--- src/rtl/valid_invalidator_pkg.sv ---
// Shared cache geometry, index type and invalidate FSM states.
// Imported by the valid-bit store and its interface.
package memory_sub_system_param;

  localparam int INDEX_LENGTH = 6;
  localparam int NUM_CACHE_LINES = 2**INDEX_LENGTH;

  typedef logic [INDEX_LENGTH-1:0] index_t;

  typedef enum logic [1:0] {
    IDLE,
    INV_ONE,
    FLUSH,
    DONE
  } inv_state_t;

endpackage

--- src/rtl/valid_invalidator_if.sv ---
// Fill / lookup / invalidate bundle for the valid-bit store.
// flush_count exists only with VALID_INVALIDATOR_FLUSH_COUNT_EN.
interface valid_invalidator_if;
  import memory_sub_system_param::*;

  logic   fill_valid;
  index_t fill_index;
  logic   fill_ready;
  index_t lookup_index;
  logic   lookup_valid;
  logic   inv_req;
  logic   inv_all;
  index_t inv_index;
  logic   inv_ack;
  logic   busy;
`ifdef VALID_INVALIDATOR_FLUSH_COUNT_EN
  logic [15:0] flush_count;
`endif

  modport master (
    output fill_valid,
    output fill_index,
    input  fill_ready,
    output lookup_index,
    input  lookup_valid,
    output inv_req,
    output inv_all,
    output inv_index,
    input  inv_ack,
    input  busy
`ifdef VALID_INVALIDATOR_FLUSH_COUNT_EN
    , input flush_count
`endif
  );

  modport slave (
    input  fill_valid,
    input  fill_index,
    output fill_ready,
    input  lookup_index,
    output lookup_valid,
    input  inv_req,
    input  inv_all,
    input  inv_index,
    output inv_ack,
    output busy
`ifdef VALID_INVALIDATOR_FLUSH_COUNT_EN
    , output flush_count
`endif
  );

endinterface

--- src/rtl/valid_invalidator.sv ---
// Valid-bit store with single-line invalidate and one-index-per-clock flush.
// Optional flush counter: VALID_INVALIDATOR_FLUSH_COUNT_EN.
module valid_invalidator
  import memory_sub_system_param::*;
(
  input logic              clk,
  input logic              resetn,
  valid_invalidator_if.slave bus
);

  localparam index_t LAST_IDX = index_t'(NUM_CACHE_LINES - 1);

  inv_state_t state_q, state_d;
  index_t     cnt_q, cnt_d;
  index_t     idx_q, idx_d;
  logic [NUM_CACHE_LINES-1:0] valid_q, valid_d;
  logic       lookup_valid_q, lookup_valid_d;
  logic       idle;

  assign idle = (state_q == IDLE);

  always_comb begin
    state_d = state_q;
    cnt_d   = cnt_q;
    idx_d   = idx_q;
    valid_d = valid_q;
    // Read old contents: lookups never see a same-cycle fill.
    lookup_valid_d = idle ? valid_q[bus.lookup_index] : 1'b0;
    unique case (state_q)
      IDLE: begin
        if (bus.fill_valid) begin
          valid_d[bus.fill_index] = 1'b1;
        end
        if (bus.inv_req) begin
          idx_d   = bus.inv_index;
          state_d = bus.inv_all ? FLUSH : INV_ONE;
        end
      end
      INV_ONE: begin
        valid_d[idx_q] = 1'b0;
        state_d        = DONE;
      end
      FLUSH: begin
        valid_d[cnt_q] = 1'b0;
        cnt_d          = cnt_q + 1'b1;
        if (cnt_q == LAST_IDX) begin
          cnt_d   = '0;
          state_d = DONE;
        end
      end
      DONE: begin
        state_d = IDLE;
      end
      default: begin
        state_d = IDLE;
      end
    endcase
  end

  always_ff @(posedge clk) begin
    if (!resetn) begin
      state_q        <= IDLE;
      cnt_q          <= '0;
      idx_q          <= '0;
      valid_q        <= '0;
      lookup_valid_q <= 1'b0;
    end else begin
      state_q        <= state_d;
      cnt_q          <= cnt_d;
      idx_q          <= idx_d;
      valid_q        <= valid_d;
      lookup_valid_q <= lookup_valid_d;
    end
  end

  assign bus.fill_ready   = idle;
  assign bus.busy         = !idle;
  assign bus.inv_ack      = (state_q == DONE);
  assign bus.lookup_valid = lookup_valid_q;

`ifdef VALID_INVALIDATOR_FLUSH_COUNT_EN
  logic [15:0] flush_count_q, flush_count_d;

  // Counted on the FLUSH->DONE step, so it shows in the ack cycle.
  always_comb begin
    flush_count_d = flush_count_q;
    if (state_q == FLUSH && state_d == DONE &&
        flush_count_q != 16'hFFFF) begin
      flush_count_d = flush_count_q + 16'd1;
    end
  end

  always_ff @(posedge clk) begin
    if (!resetn) begin
      flush_count_q <= '0;
    end else begin
      flush_count_q <= flush_count_d;
    end
  end

  assign bus.flush_count = flush_count_q;
`endif

endmodule

--- src/flat_wrapper.sv ---
// flat-port wrapper written by rule: the top's interface ports become plain ports
module valid_invalidator_flat import memory_sub_system_param::*;
  (clk, resetn, bus_fill_valid, bus_fill_index, bus_fill_ready, bus_lookup_index, bus_lookup_valid, bus_inv_req, bus_inv_all, bus_inv_index, bus_inv_ack, bus_busy);
  valid_invalidator_if bus_i ();
  input logic clk;
  input logic resetn;
  input wire logic [$bits(bus_i.fill_valid)-1:0] bus_fill_valid;
  input wire logic [$bits(bus_i.fill_index)-1:0] bus_fill_index;
  output wire logic [$bits(bus_i.fill_ready)-1:0] bus_fill_ready;
  input wire logic [$bits(bus_i.lookup_index)-1:0] bus_lookup_index;
  output wire logic [$bits(bus_i.lookup_valid)-1:0] bus_lookup_valid;
  input wire logic [$bits(bus_i.inv_req)-1:0] bus_inv_req;
  input wire logic [$bits(bus_i.inv_all)-1:0] bus_inv_all;
  input wire logic [$bits(bus_i.inv_index)-1:0] bus_inv_index;
  output wire logic [$bits(bus_i.inv_ack)-1:0] bus_inv_ack;
  output wire logic [$bits(bus_i.busy)-1:0] bus_busy;
  assign bus_i.fill_valid = bus_fill_valid;
  assign bus_i.fill_index = bus_fill_index;
  assign bus_fill_ready = bus_i.fill_ready;
  assign bus_i.lookup_index = bus_lookup_index;
  assign bus_lookup_valid = bus_i.lookup_valid;
  assign bus_i.inv_req = bus_inv_req;
  assign bus_i.inv_all = bus_inv_all;
  assign bus_i.inv_index = bus_inv_index;
  assign bus_inv_ack = bus_i.inv_ack;
  assign bus_busy = bus_i.busy;
  valid_invalidator u_core (.clk(clk), .resetn(resetn), .bus(bus_i));
endmodule
--- config.mk ---
export PLATFORM = sky130hd
export DESIGN_NAME = valid_invalidator_flat
export DESIGN_NICKNAME = d
export VERILOG_FILES = /design/src/rtl/valid_invalidator_pkg.sv /design/src/rtl/valid_invalidator_if.sv /design/src/rtl/valid_invalidator.sv /design/src/flat_wrapper.sv
export SDC_FILE = /design/constraint.sdc
export NUM_CORES = 1
export LEC_CHECK = 0
export CORE_MARGIN = 2
export CORE_UTILIZATION = 40
export CTS_BUF_LIST = sky130_fd_sc_hd__clkbuf_4 sky130_fd_sc_hd__clkbuf_8
export DETAILED_ROUTE_END_ITERATION = 8
export GPL_ROUTABILITY_DRIVEN = 0
export GPL_TIMING_DRIVEN = 0
export PLACE_DENSITY_LB_ADDON = 0.12
export SYNTH_ARGS = -nofsm -noshare
export SYNTH_HDL_FRONTEND = slang
export SYNTH_SLANG_ARGS = --single-unit
--- constraint.sdc ---
create_clock -name clk -period 3.6 [get_ports clk]
set_input_delay 0.36 -clock clk [delete_from_list [all_inputs] [get_ports clk]]
set_output_delay 0.36 -clock clk [all_outputs]
set_load 0.02 [all_outputs]
==> results.tsv <==
metric	value	unit
number of clock buffers inserted by TritonCTS	9	
H-tree level count	3	
slowest stage delay, CP	0.96	ns
fmax	0.3987	GHz
internal power	0.001614	W
synthesized net count	634	
path depth of the worst reg2reg path	6	
worst slew pin tran	1.232	ns
sw power	0.001135	W
Post-route DRC	0	
router iterations before antenna repair	7	
vias in the first global route	4655	
post-route minimum period	2.508	ns
Slew headroom	0.1724	
most used flip-flop cell after synthesis	dfxtp_1	
critical register-to-register path startpoint	u_core.state_q[0]	
Yosys warning count	0	
fin. max-slew vios	0	
CTS clk-pin slew, worst paths	0.09	ns
cell at the root of the clock tree	clkbuf_8	
static leakage	1.932	nW
area share of and/or/nand/nor cells after synthesis	0.3156	
Compound-Gate Fraction of Synth Area	0.1964	
run status	finished clean	
quantity of gates resized following cts	0	
clock share of power	0.275	
Hold Vio Cnt, Final	0	
Max clock buf depth	2	
post-CTS setup buffers	0	
crit path launch type	flip-flop	
fraction of layout instances using a drive strength above 1	0.1353	
arithmetic-cell share of the synthesized area counting full adders, half adders and majority gates	0.009809	
slowest CP cell	nor3_1	
HPWL Detailed	13660	um
number of sinks driven by the clock tree	79	
Layout Nets	665	
max-cap viol count	0	
share of the synthesized area in the top cell type	0.3100	
Hold Path Stages	3	
DIE AREA	13680	sq um
data required time at the worst endpoint	3.88	ns
dominant combinational cell family by area after synthesis	simple AND/OR/NAND/NOR gates	
Iter 0 DRT Violations	743	
I/O pin cnt	27	
final clock skew	0.01208	ns
cell area power density	479.1	nW/um^2
leading cell types by total area after synthesis	dfxtp_1 31%, nor3b_1 6.6%, mux4_1 6.2%, a21oi_1 5.4%, nor2_1 4.3%	
count of inserted antenna diode cells	0	
post-synthesis instance total	607	
post-synthesis instance area	5102	sq um
number of port buffers	20	
family with the most delay on the worst path	simple AND/OR/NAND/NOR gates	
most frequent standard cell in the layout excluding fill and tap cells	dfxtp_1	
summed negative setup slack over all endpoints	0	ns
unrepaired setup endpoints after global routing	false	
floorplan die height	116.9	um
total via count after detailed routing	5035	
antenna violations before repair	0	
post-detailed-route wirelength per cell	22.28	um
final std cell area, no fill	5738	sq um
hold buffers post-CTS	0	
capture point of the worst reg-to-reg path	u_core.valid_q[43]	
number of rows created at floorplan	41	
CTS tree	done	
Crit. End Element	flip-flop	
critical hold path startpoint	bus_inv_req	
post-synthesis share of cell area spent on xor and xnor gates	0.005150	
standard cell core area	12520	sq um
cells along the critical path	inv_1 -> ha_1 -> buf_2 -> nor3_1 -> a22oi_1 -> o221a_2	
instance area after placement	5518	sq um
die width	116.9	um
initial core utilization	0.4076	
maximum ir drop on the vdd rail	0.2373	mV
number of buffer and inverter instances along the worst setup path	2	
Mean Syn Cell Area	8.406	sq um
biggest area consumer among synthesized cells	dfxtp_1	
Overflow after GRT	0	
share of synthesized area occupied by flip-flops and latches	0.3100	
Hold Crit Class	in2reg	
insertion delay to the later sink of the worst-skew pair	0.38	ns
global routing usage summed across all routing layers	0.2784	
top library cells by usage in the layout, fill and taps aside	79 x dfxtp_1, 58 x nor2_1, 55 x a21oi_1	
kind of critical path	reg2reg	
layout overhead on the synthesized area	12.46	%
residual antenna-violating net count after detailed routing	0	
Critical Path Fanout Max	8	
library cells used by synthesis	54	
maximum number of pins on one net before global-route repair	14	
Final Routed Wirelength	18160	um
global-route wire length before repair	28060	um
reg-to-reg setup timing slack	1.09	ns
Sw Ratio	0.4128	
CP Depth	6	
number of flops mapped to enable cells by yosys	0	
share of the cycle needed by the critical path after routing	0.6968	
filler cell count	1294	
share of synthesized area spent on multiplexers	0.1010	
setup violators final	0	
Reg power frac	0.342	
area taken by flip-flops and latches	1582	sq um
Hold Crit Endpoint	u_core.idx_q[2]	
Multi-input gate area	3204	sq um
flop and latch count out of synthesis	79	
Logic pwr share	0.383	
data arrival at the endpoint of the critical path	2.78	ns
fraction of synthesis flops using an asynchronous set or reset pin	0	
average via count per standard cell	6.178	
sequential cells by signal, summed over array words and instances (netlist names):
name / cells
u_core.valid_q: 64
u_core.bus.lookup_valid: 1
u_core.idx_q: 6
u_core.state_q: 2
u_core.cnt_q: 6
worst min-delay path, stage by stage:
cell	delay, ns
clkbuf_2	0.15
nand3_1	0.10
a21boi_0	0.07
Yosys cell counts, types with 9 or more instances:
master	number
a21boi_0	9
a21oi_1	55
a22oi_1	26
a31oi_1	29
and2_1	9
and3_1	10
buf_2	27
clkbuf_1	24
dfxtp_1	79
mux2i_1	11
mux4_1	12
nand2_1	29
nand3_1	25
nand3b_1	10
nor2_1	58
nor3_1	40
nor3b_1	45
o221a_2	18
or3_1	14
logic make-up (layout without fill, tap and decap cells):
logic type	after synthesis	after routing
xor+xnor	3	3
flops	79	79
mux	27	27
compound gates	149	149
simple gates	279	279
buf+inv	66	102
fa+ha+maj	4	4
worst max path at each step:
| stage | startpoint | to |
|---|---|---|
| after floorplan | u_core.state_q[0] | u_core.valid_q[18] |
| after global placement | bus_fill_index[1] | u_core.valid_q[9] |
| after detailed placement | bus_fill_index[1] | u_core.valid_q[57] |
| after CTS | u_core.state_q[1] | u_core.valid_q[8] |
| after global routing | u_core.state_q[0] | u_core.valid_q[23] |
| final | u_core.state_q[0] | u_core.valid_q[43] |
layer usage:
| metal | up-vias | part of all wire | GRT usage |
|---|---|---|---|
| met1 | 2388 | 0.45 | 0.3924 |
| met4 | 0 | 0.024 | 0.08471 |
| met2 | 253 | 0.44 | 0.4331 |
| met3 | 46 | 0.086 | 0.05304 |
| li1 | 2348 | - | - |
| met5 | - | 0 | 0 |
final cells by class:
type                    count  share of cell area
plain buffers              62             0.05255
clock buffers              11             0.02420
clock inverters             5             0.01417
inverters                   4            0.002617
multi-input cells         462              0.5584
flip-flops and latches     79              0.2756
well taps                 172             0.03751
repair buffers             20             0.03489
power groups by stage:
| stage | Combinational (W) | Sequential (W) | Clock [W] |
|---|---|---|---|
| 2_1_floorplan | 0.000677 | 0.000951 | 0 |
| 3_3_place_gp | 0.00101 | 0.000957 | 0 |
| 3_5_place_dp | 0.00102 | 0.000959 | 0 |
| 4_1_cts | 0.00103 | 0.000938 | 0.000770 |
| 5_1_grt | 0.00113 | 0.000944 | 0.000800 |
| 6_report | 0.00105 | 0.000939 | 0.000757 |
per-stage QoR:
step	power (W)	cells	hold WS, ns	worst slack (ns)	utilization
5_1_grt	0.002871	815	0.3839	0.9257	0.4584
2_1_floorplan	0.001628	607	0.4431	1.828	-
3_5_place_dp	0.001983	799	0.4702	1.080	0.4408
4_1_cts	0.002738	815	0.3402	1.149	0.4584
3_3_place_gp	0.001971	799	0.4599	1.131	0.4408
6_report	0.002749	815	0.3525	1.092	0.4584
No activity file was read; power rests on OpenSTA's default activity.
